[config.mk]
export PLATFORM = sky130hd
export DESIGN_NAME = hiscore_ram_arbiter
export DESIGN_NICKNAME = d
export VERILOG_FILES = /design/src/rtl/hiscore_arb_pkg.sv /design/src/rtl/hs_port_mux.sv /design/src/rtl/hiscore_ram_arbiter.sv
export SDC_FILE = /design/constraint.sdc
export NUM_CORES = 1
export LEC_CHECK = 0
export CELL_PAD_IN_SITES_DETAIL_PLACEMENT = 0
export CELL_PAD_IN_SITES_GLOBAL_PLACEMENT = 1
export CORE_UTILIZATION = 26
export CTS_CLUSTER_DIAMETER = 80
export CTS_CLUSTER_SIZE = 30
export DETAILED_ROUTE_END_ITERATION = 6
export PLACE_DENSITY_LB_ADDON = 0.05
export SKIP_LAST_GASP = 1
export SLEW_MARGIN = 20
export SYNTH_ARGS = -nofsm -noshare
export SYNTH_HDL_FRONTEND = slang
export SYNTH_SLANG_ARGS = --single-unit
[constraint.sdc]
create_clock -name clk_sys -period 1.7 [get_ports clk_sys]
set_input_delay 0.34 -clock clk_sys [delete_from_list [all_inputs] [get_ports clk_sys]]
set_output_delay 0.34 -clock clk_sys [all_outputs]
set_load 0.02 [all_outputs]
[src/rtl/hiscore_arb_pkg.sv]
// hiscore_arb_pkg: shared state type, default widths and width helper for the hiscore RAM arbiter
package hiscore_arb_pkg;
  typedef enum logic [2:0] {S_IDLE, S_REQ, S_SETTLE, S_GRANT, S_RELEASE} arb_state_t;
  localparam int DEF_ADDR_W  = 16;
  localparam int DEF_DATA_W  = 8;
  localparam int DEF_SETTLE  = 4;
  localparam int DEF_TIMEOUT = 4096;
  // ceil(log2(v)) clamped to at least one bit so a counter is never zero-width
  function automatic int clog2_sat(input int v);
    int w;
    w = 0;
    for (int i = 0; i < 31; i++)
      if ((1 << i) < v) w = i + 1;
    return (w < 1) ? 1 : w;
  endfunction
endpackage

[src/rtl/hs_port_mux.sv]
// hs_port_mux: combinational RAM port mux between CPU and hiscore engine
// Ports: sel (1 = hiscore owns port), cpu_* CPU side, hs_* hiscore side, ram_* muxed RAM port.
module hs_port_mux
  import hiscore_arb_pkg::*;
#(
  parameter int ADDR_W = DEF_ADDR_W,
  parameter int DATA_W = DEF_DATA_W
) (
  input  logic              sel,
  input  logic [ADDR_W-1:0] cpu_addr,
  input  logic [DATA_W-1:0] cpu_dout,
  input  logic              cpu_we,
  input  logic [ADDR_W-1:0] hs_address,
  input  logic [DATA_W-1:0] hs_data_in,
  input  logic              hs_write_enable,
  input  logic              hs_write_intent,
  output logic [ADDR_W-1:0] ram_addr,
  output logic [DATA_W-1:0] ram_din,
  output logic              ram_we
);
  always_comb begin
    ram_addr = sel ? hs_address : cpu_addr;
    ram_din  = sel ? hs_data_in : cpu_dout;
    // a stray write strobe without a write intent must never reach the RAM
    ram_we   = sel ? (hs_write_enable & hs_write_intent) : cpu_we;
  end
endmodule

[src/rtl/hiscore_ram_arbiter.sv]
// hiscore_ram_arbiter: pauses the CPU and hands the work-RAM port to the hiscore engine
// Ports: clk_sys/reset_n (async active-low); cpu_* CPU RAM side and cpu_idle boundary flag;
// ram_* muxed RAM port (ram_q 1-cycle sync read); hs_* hiscore intents, access and read data;
// hs_grant/hs_pause session status; timeout_err sticky forced-grant flag.
module hiscore_ram_arbiter
  import hiscore_arb_pkg::*;
#(
  parameter int ADDR_W  = DEF_ADDR_W,
  parameter int DATA_W  = DEF_DATA_W,
  parameter int SETTLE  = DEF_SETTLE,
  parameter int TIMEOUT = DEF_TIMEOUT
) (
  input  logic              clk_sys,
  input  logic              reset_n,
  input  logic [ADDR_W-1:0] cpu_addr,
  input  logic [DATA_W-1:0] cpu_dout,
  input  logic              cpu_we,
  input  logic              cpu_idle,
  output logic [ADDR_W-1:0] ram_addr,
  output logic [DATA_W-1:0] ram_din,
  output logic              ram_we,
  input  logic [DATA_W-1:0] ram_q,
  input  logic              hs_read_intent,
  input  logic              hs_write_intent,
  input  logic [ADDR_W-1:0] hs_address,
  input  logic [DATA_W-1:0] hs_data_in,
  input  logic              hs_write_enable,
  output logic [DATA_W-1:0] hs_data_out,
  output logic              hs_rd_valid,
  output logic              hs_grant,
  output logic              hs_pause,
  output logic              timeout_err
);
  localparam int TW = clog2_sat(TIMEOUT);
  localparam logic [TW-1:0] T_MAX = TW'(TIMEOUT - 1);
  localparam logic [3:0] S_MAX = 4'(SETTLE - 1);
  arb_state_t state_q, state_d;
  logic [TW-1:0] timer_q, timer_d;
  logic [3:0] settle_cnt_q, settle_cnt_d;
  logic hs_grant_q, hs_grant_d;
  logic hs_pause_q, hs_pause_d;
  logic rd_pipe_q, rd_pipe_d;
  logic hs_rd_valid_q, hs_rd_valid_d;
  logic timeout_err_q, timeout_err_d;
  logic [DATA_W-1:0] hs_data_out_q, hs_data_out_d;
  logic intent;
  assign intent = hs_read_intent | hs_write_intent;
  always_comb begin
    state_d = state_q;
    timeout_err_d = timeout_err_q;
    case (state_q)
      S_IDLE:    state_d = intent ? S_REQ : S_IDLE;
      S_REQ: begin
        if (!intent) state_d = S_RELEASE;
        else if (cpu_idle) state_d = S_SETTLE;
        else if (timer_q == T_MAX) begin
          // CPU never reached a boundary: force the grant and flag it
          state_d = S_SETTLE;
          timeout_err_d = 1'b1;
        end
      end
      S_SETTLE:  state_d = !intent ? S_RELEASE : (settle_cnt_q == S_MAX) ? S_GRANT : S_SETTLE;
      S_GRANT:   state_d = intent ? S_GRANT : S_RELEASE;
      // always pass through IDLE so the CPU gets at least one unpaused cycle
      S_RELEASE: state_d = S_IDLE;
      default:   state_d = S_IDLE;
    endcase
    // both counters saturate and restart on every state entry
    timer_d = (state_d != state_q) ? '0 : (&timer_q) ? timer_q : timer_q + 1'b1;
    settle_cnt_d = (state_d != state_q) ? '0 : (&settle_cnt_q) ? settle_cnt_q : settle_cnt_q + 1'b1;
    hs_grant_d = state_d == S_GRANT;
    hs_pause_d = state_d != S_IDLE;
    // address sampled by the RAM this cycle; its data arrives next cycle and is registered the cycle after
    rd_pipe_d = (state_q == S_GRANT) && (state_d == S_GRANT) && hs_read_intent;
    hs_rd_valid_d = rd_pipe_q && (state_d == S_GRANT);
    hs_data_out_d = hs_rd_valid_d ? ram_q : hs_data_out_q;
  end
  always_ff @(posedge clk_sys or negedge reset_n) begin
    if (!reset_n) begin
      state_q       <= S_IDLE;
      timer_q       <= '0;
      settle_cnt_q  <= '0;
      hs_grant_q    <= 1'b0;
      hs_pause_q    <= 1'b0;
      rd_pipe_q     <= 1'b0;
      hs_rd_valid_q <= 1'b0;
      timeout_err_q <= 1'b0;
      hs_data_out_q <= '0;
    end else begin
      state_q       <= state_d;
      timer_q       <= timer_d;
      settle_cnt_q  <= settle_cnt_d;
      hs_grant_q    <= hs_grant_d;
      hs_pause_q    <= hs_pause_d;
      rd_pipe_q     <= rd_pipe_d;
      hs_rd_valid_q <= hs_rd_valid_d;
      timeout_err_q <= timeout_err_d;
      hs_data_out_q <= hs_data_out_d;
    end
  end
  assign hs_grant    = hs_grant_q;
  assign hs_pause    = hs_pause_q;
  assign hs_rd_valid = hs_rd_valid_q;
  assign timeout_err = timeout_err_q;
  assign hs_data_out = hs_data_out_q;
  hs_port_mux #(.ADDR_W(ADDR_W), .DATA_W(DATA_W)) u_mux (
    .sel             (hs_grant_q),
    .cpu_addr        (cpu_addr),
    .cpu_dout        (cpu_dout),
    .cpu_we          (cpu_we),
    .hs_address      (hs_address),
    .hs_data_in      (hs_data_in),
    .hs_write_enable (hs_write_enable),
    .hs_write_intent (hs_write_intent),
    .ram_addr        (ram_addr),
    .ram_din         (ram_din),
    .ram_we          (ram_we)
  );
endmodule

======== Word-level counts from Yosys, hierarchy flattened ========
Index checks and enable logic that the tools add are counted.
storage, ports and cells
  word-level logic and storage cells ...... 46
  output and inout port bits .............. 37
  flip-flop bits (word level) ............. 32
  bits of input ports ..................... 63
cells by class
  add/subtract/negate cells ............... 2
  equal/unequal tests ..................... 9
  multiplexer cells ....................... 15
  reduce and logical (&&, ||, !) cells .... 8
  bitwise logic cells ..................... 3
operator list
  kind                   count
  $mux 12                2
  $mux 16                1
  $mux 3                 5
  $add 12x1->12 const B  1
  $eq 12x12->1 const B   1
  $pmux 3 s4             1
  $reduce_and 12->1      1
  $eq 3x2->1 const B     3
  $mux 4                 2
  $mux 8                 1
  $reduce_and 4->1       2
  $add 4x1->4 const B    1
  $eq 4x2->1 const B     1
  $ne 2x2->1 const B     2
  $eq 3x1->1 const B     1
  $logic_and 1x1->1      3
  $logic_not 3->1        1
  $mux 1                 3
  $ne 3x3->1             1
  $reduce_bool 3->1      1
  $and 1x1->1            1
  $not 1->1              1
  $or 1x1->1             1

======== Depth between registers and ports, before layout ========
  depth in word-level cells ............... 8
  gate-level depth with buffers ........... 6
  gate-level depth less buffers ........... 5

======== Cells and area by module ========
Synthesis repeated with hierarchy kept, for this count alone.
unflattened totals
  cell total of the unflattened synthesis .. 160
  area total of the unflattened synthesis .. 1878.1 µm²
modules (own cells, without submodules)
  module               cells each  instances  area an instance (µm²)
  hiscore_ram_arbiter  130         1          1475.2
  hs_port_mux          30          1          402.9

======== Least setup slack after synthesis ========
No wires, ideal clock.
  kind .................................... reg2out
  from .................................... register hs_grant_q (netlist: hs_grant)
  to ...................................... output port ram_addr[0]
  path slack .............................. -0.160 ns
  buffers on the path ..................... 2
  arrival time ............................ 1.520 ns
  data required time ...................... 1.360 ns
  cell stages (with the launch flop) ...... 4
  path through ............................ dfrtp_1 > clkbuf_1 > buf_1 > mux2_2
between the ends
  word-level cells in the longest chain between the ends .. 1
RTL lines
  item                    RTL line                   source
  start, declared         hiscore_ram_arbiter.sv:40  logic hs_grant_q, hs_grant_d;
  start signal, assigned  hiscore_ram_arbiter.sv:93  hs_grant_q <= hs_grant_d;
  $mux 16                 hs_port_mux.sv:22          ram_addr = sel ? hs_address : cpu_addr;
  end, declared           hiscore_ram_arbiter.sv:19  output logic [ADDR_W-1:0] ram_addr,
No other way between the ends.

======== Final worst setup path ========
  from .................................... register hs_grant_q (netlist: hs_grant)
  to ...................................... output port ram_addr[9]
The elaborated chain is that of the path after synthesis.

==> flow_summary.json <==
{
  "status": "complete, no violations",
  "crit_type": "reg2out",
  "die_area_sq_um": 7420,
  "via_per_inst": 4.71,
  "die_y_um": 86.1,
  "place.gp.congestion": 0.764,
  "clock_sinks": 32,
  "drc": 0,
  "synthArstFlopShare_pct": 100,
  "crit_chain": "buf_12, mux2_2, buf_2",
  "cp_slowest_cell": "dfrtp_2",
  "cap_viol_max_count": 0,
  "yosysWarnings": 0,
  "whs_ns": 0.444,
  "final_net_count": 368,
  "grt_usage_pct": 15.4,
  "dp_hpwl_mm": 4.31,
  "p_per_area_nw_per_um2": 1070,
  "ant_nets": 0,
  "maxSlewViolCount": 0,
  "maxSlewHeadroom_pct": 72.4,
  "post_drt_wl_per_cell_um": 14.1,
  "post-route-period-util_pct": 99.9,
  "final_core_util_pct": 49.3,
  "slowest_delay_ns": 0.43,
  "clock.fmax_ghz": 0.589,
  "synthCells": 170,
  "drtIter0Drc": 46,
  "finalSetupTns_ns": 0,
  "ctsHoldBuffers": 0,
  "clk_path_buf_depth": 2,
  "numCtsBuffers": 5,
  "min_period_ns": 1.70,
  "end_kind": "primary output",
  "cellLeakagePower_nw": 1.49,
  "ys_types": 37,
  "yosysSeqAreaShare_pct": 43.5,
  "r2r_end": "hs_data_out[2]$_DFFE_PN0P_",
  "row_count": 30,
  "regToRegSetupSlack_ns": 0.08,
  "finClkSkew_ns": 0.00556,
  "hold_path_class": "in2async",
  "synth_seq_cells": 32,
  "clk_latency_ns": 0.28,
  "cts_tree": "built",
  "ctsHtreeMaxLevel": 2,
  "n_antenna_cell": 0,
  "dr.pass1.iters": 4,
  "syn2layout_area_growth_pct": 83.0,
  "setup_viol": 0,
  "worst_pin_slew_ns": 0.414,
  "core_sq_um": 6830,
  "overflow": 0,
  "routed_wl_mm": 5.63,
  "io_pins": 100,
  "syn_area_per_cell_sq_um": 10.8,
  "syn_nets": 235,
  "hold_viol": 0,
  "die_x_um": 86.1,
  "synth-edff-count": 0,
  "total_power_mw": 3.59,
  "antenna_found_initial": 0,
  "ff2ff_path_depth": 5,
  "grt_max_degree": 33,
  "start_util_pct": 26.9,
  "clkTransAtPathRegs_ns": 0.07,
  "reg2reg_from": "settle_cnt_q[0]$_DFFE_PN0P_",
  "drive_gt1_share_pct": 37.8,
  "cp_max_fo": 11,
  "synth_area_sq_um": 1840,
  "cp-start-kind": "flop",
  "critPathArrivalTime_ns": 1.36,
  "grt_pass1_wl_mm": 8.69,
  "ys.flop_type": "dfrtp_1",
  "clockRootBuffer": "clkbuf_8",
  "grt_pass1_vias": 1751,
  "vias": 1882,
  "num-fill-cells": 673,
  "io_buffers": 99,
  "cp.required_ns": 1.36,
  "ir_drop_mv": 0.483,
  "rsz0062_at_grt": "yes"
}
-- flip-flops by register name, indices dropped and copies added, names as in the netlist --
name,cells
hs_pause,1
timer_q,12
timeout_err,1
settle_cnt_q,4
hs_grant,1
hs_data_out,8
rd_pipe_q,1
state_q,3
hs_rd_valid,1
-- placed cells by master, fill, tap and decap left out, drive strengths merged --
cell / synthesis / final
clkdlybuf4s50: 0 / 72
buf: 5 / 60
dfrtp: 32 / 32
mux2: 32 / 32
nor3: 16 / 16
inv: 8 / 8
nand2: 8 / 8
nand3: 7 / 7
nor2: 6 / 6
mux2i: 5 / 5
clkbuf: 3 / 5
nand4: 5 / 5
o21ai: 4 / 4
a21oi: 4 / 4
a211oi: 4 / 4
nor4: 4 / 4
a31oi: 3 / 3
and4: 3 / 3
xnor2: 3 / 3
or2: 2 / 2
nor3b: 2 / 2
a21o: 2 / 2
ha: 2 / 2
o21ba: 1 / 1
o311a: 1 / 1
o2111ai: 1 / 1
nand2b: 1 / 1
o311ai: 1 / 1
a41oi: 1 / 1
and3: 1 / 1
a2111oi: 1 / 1
xor2: 1 / 1
nor4b: 1 / 1
bufinv: 0 / 1
clkinvlp: 0 / 1
clkinv: 0 / 1
dlymetal6s2s: 0 / 1
dlygate4sd2: 0 / 1
-- cell families (layout without fill, tap and decap cells) --
group                      after synthesis  in the layout  share of synthesized area, %
AOI/OAI and AO/OA                       23             23                          8.97
xor gates and xnor gates                 4              4                          1.90
adders and majority gates                2              2                          1.36
buffers and inverters                   16            150                          4.15
DFF                                     32             32                          43.5
muxes                                   37             37                          22.3
and+or+nand+nor                         56             56                          17.8
-- routing by layer --
| metal | GRT usage, % | up-vias | wire, um |
|---|---|---|---|
| li1 | - | 904 | - |
| met1 | 18.3 | 899 | 2380 |
| met2 | 25.6 | 74 | 2670 |
| met3 | 6.06 | 5 | 538 |
| met4 | 4.55 | 0 | 41 |
| met5 | 0 | - | 0 |
-- area by class of cell --
class | count | area [sq um] | share of cell area, %
repair buffers | 134 | 1270 | 37.7
clock inverters | 3 | 42.5 | 1.26
flip-flops and latches | 32 | 802 | 23.8
multi-input cells | 122 | 1030 | 30.7
clock buffers | 5 | 68.8 | 2.04
well taps | 96 | 120 | 3.57
inverters | 8 | 30.0 | 0.892
-- worst max-delay path: cells and delay by family (launching register included) --
kind	cells	cell delay, ns
flops	1	0.43
mux	1	0.33
buf+inv	2	0.31
-- timing repair --
item                       in CTS  in global routing
cloned                          1                  0
pin swaps                       2                  1
resized for setup             124                 24
setup endpoints to repair      46                 51
buffers inserted                3                  1
-- where the power goes --
group / switching (mW) / internal [mW]
sequential: 0.119 / 0.921
clock: 0.288 / 0.433
combinational: 0.829 / 1.00
total: 1.24 / 2.36
-- through the flow --
step	setup WS, ns	cells	area (sq um)
after detailed placement	-0.372	388	3170
after CTS	-0.0859	400	3290
after global routing	-0.0570	400	3370
after floorplan	0.0143	170	1850
final	0.00211	400	3370
after global placement	-0.332	388	3170
-- synth_stat cells, drive strengths merged (4+ instances only) --
master	number	area share, %
mux2	32	20
nor3	16	5.0
buf	5	1.9
nor4	4	1.4
a211oi	4	1.6
inv	8	1.6
nand4	5	2.0
nor2	6	1.2
o21ai	4	1.1
nand2	8	1.6
nand3	7	1.9
dfrtp	32	44
a21oi	4	1.1
mux2i	5	2.7
-- worst max-delay path by stage --
| stage | start | to | slack (ns) | depth (start not counted) |
|---|---|---|---|---|
| after global placement | hs_write_intent | ram_we | -0.33 | 4 |
| after global routing | hs_grant$_DFF_PN0_ | ram_addr[9] | -0.06 | 3 |
| after detailed placement | hs_write_intent | timer_q[3]$_DFFE_PN0P_ | -0.37 | 6 |
| after CTS | hs_grant$_DFF_PN0_ | ram_addr[13] | -0.09 | 4 |
| final | hs_grant$_DFF_PN0_ | ram_addr[9] | 0.002 | 3 |
| after floorplan | timer_q[0]$_DFFE_PN0P_ | timer_q[7]$_DFFE_PN0P_ | 0.01 | 6 |
Note: power is estimated with default switching activity, not from simulation.
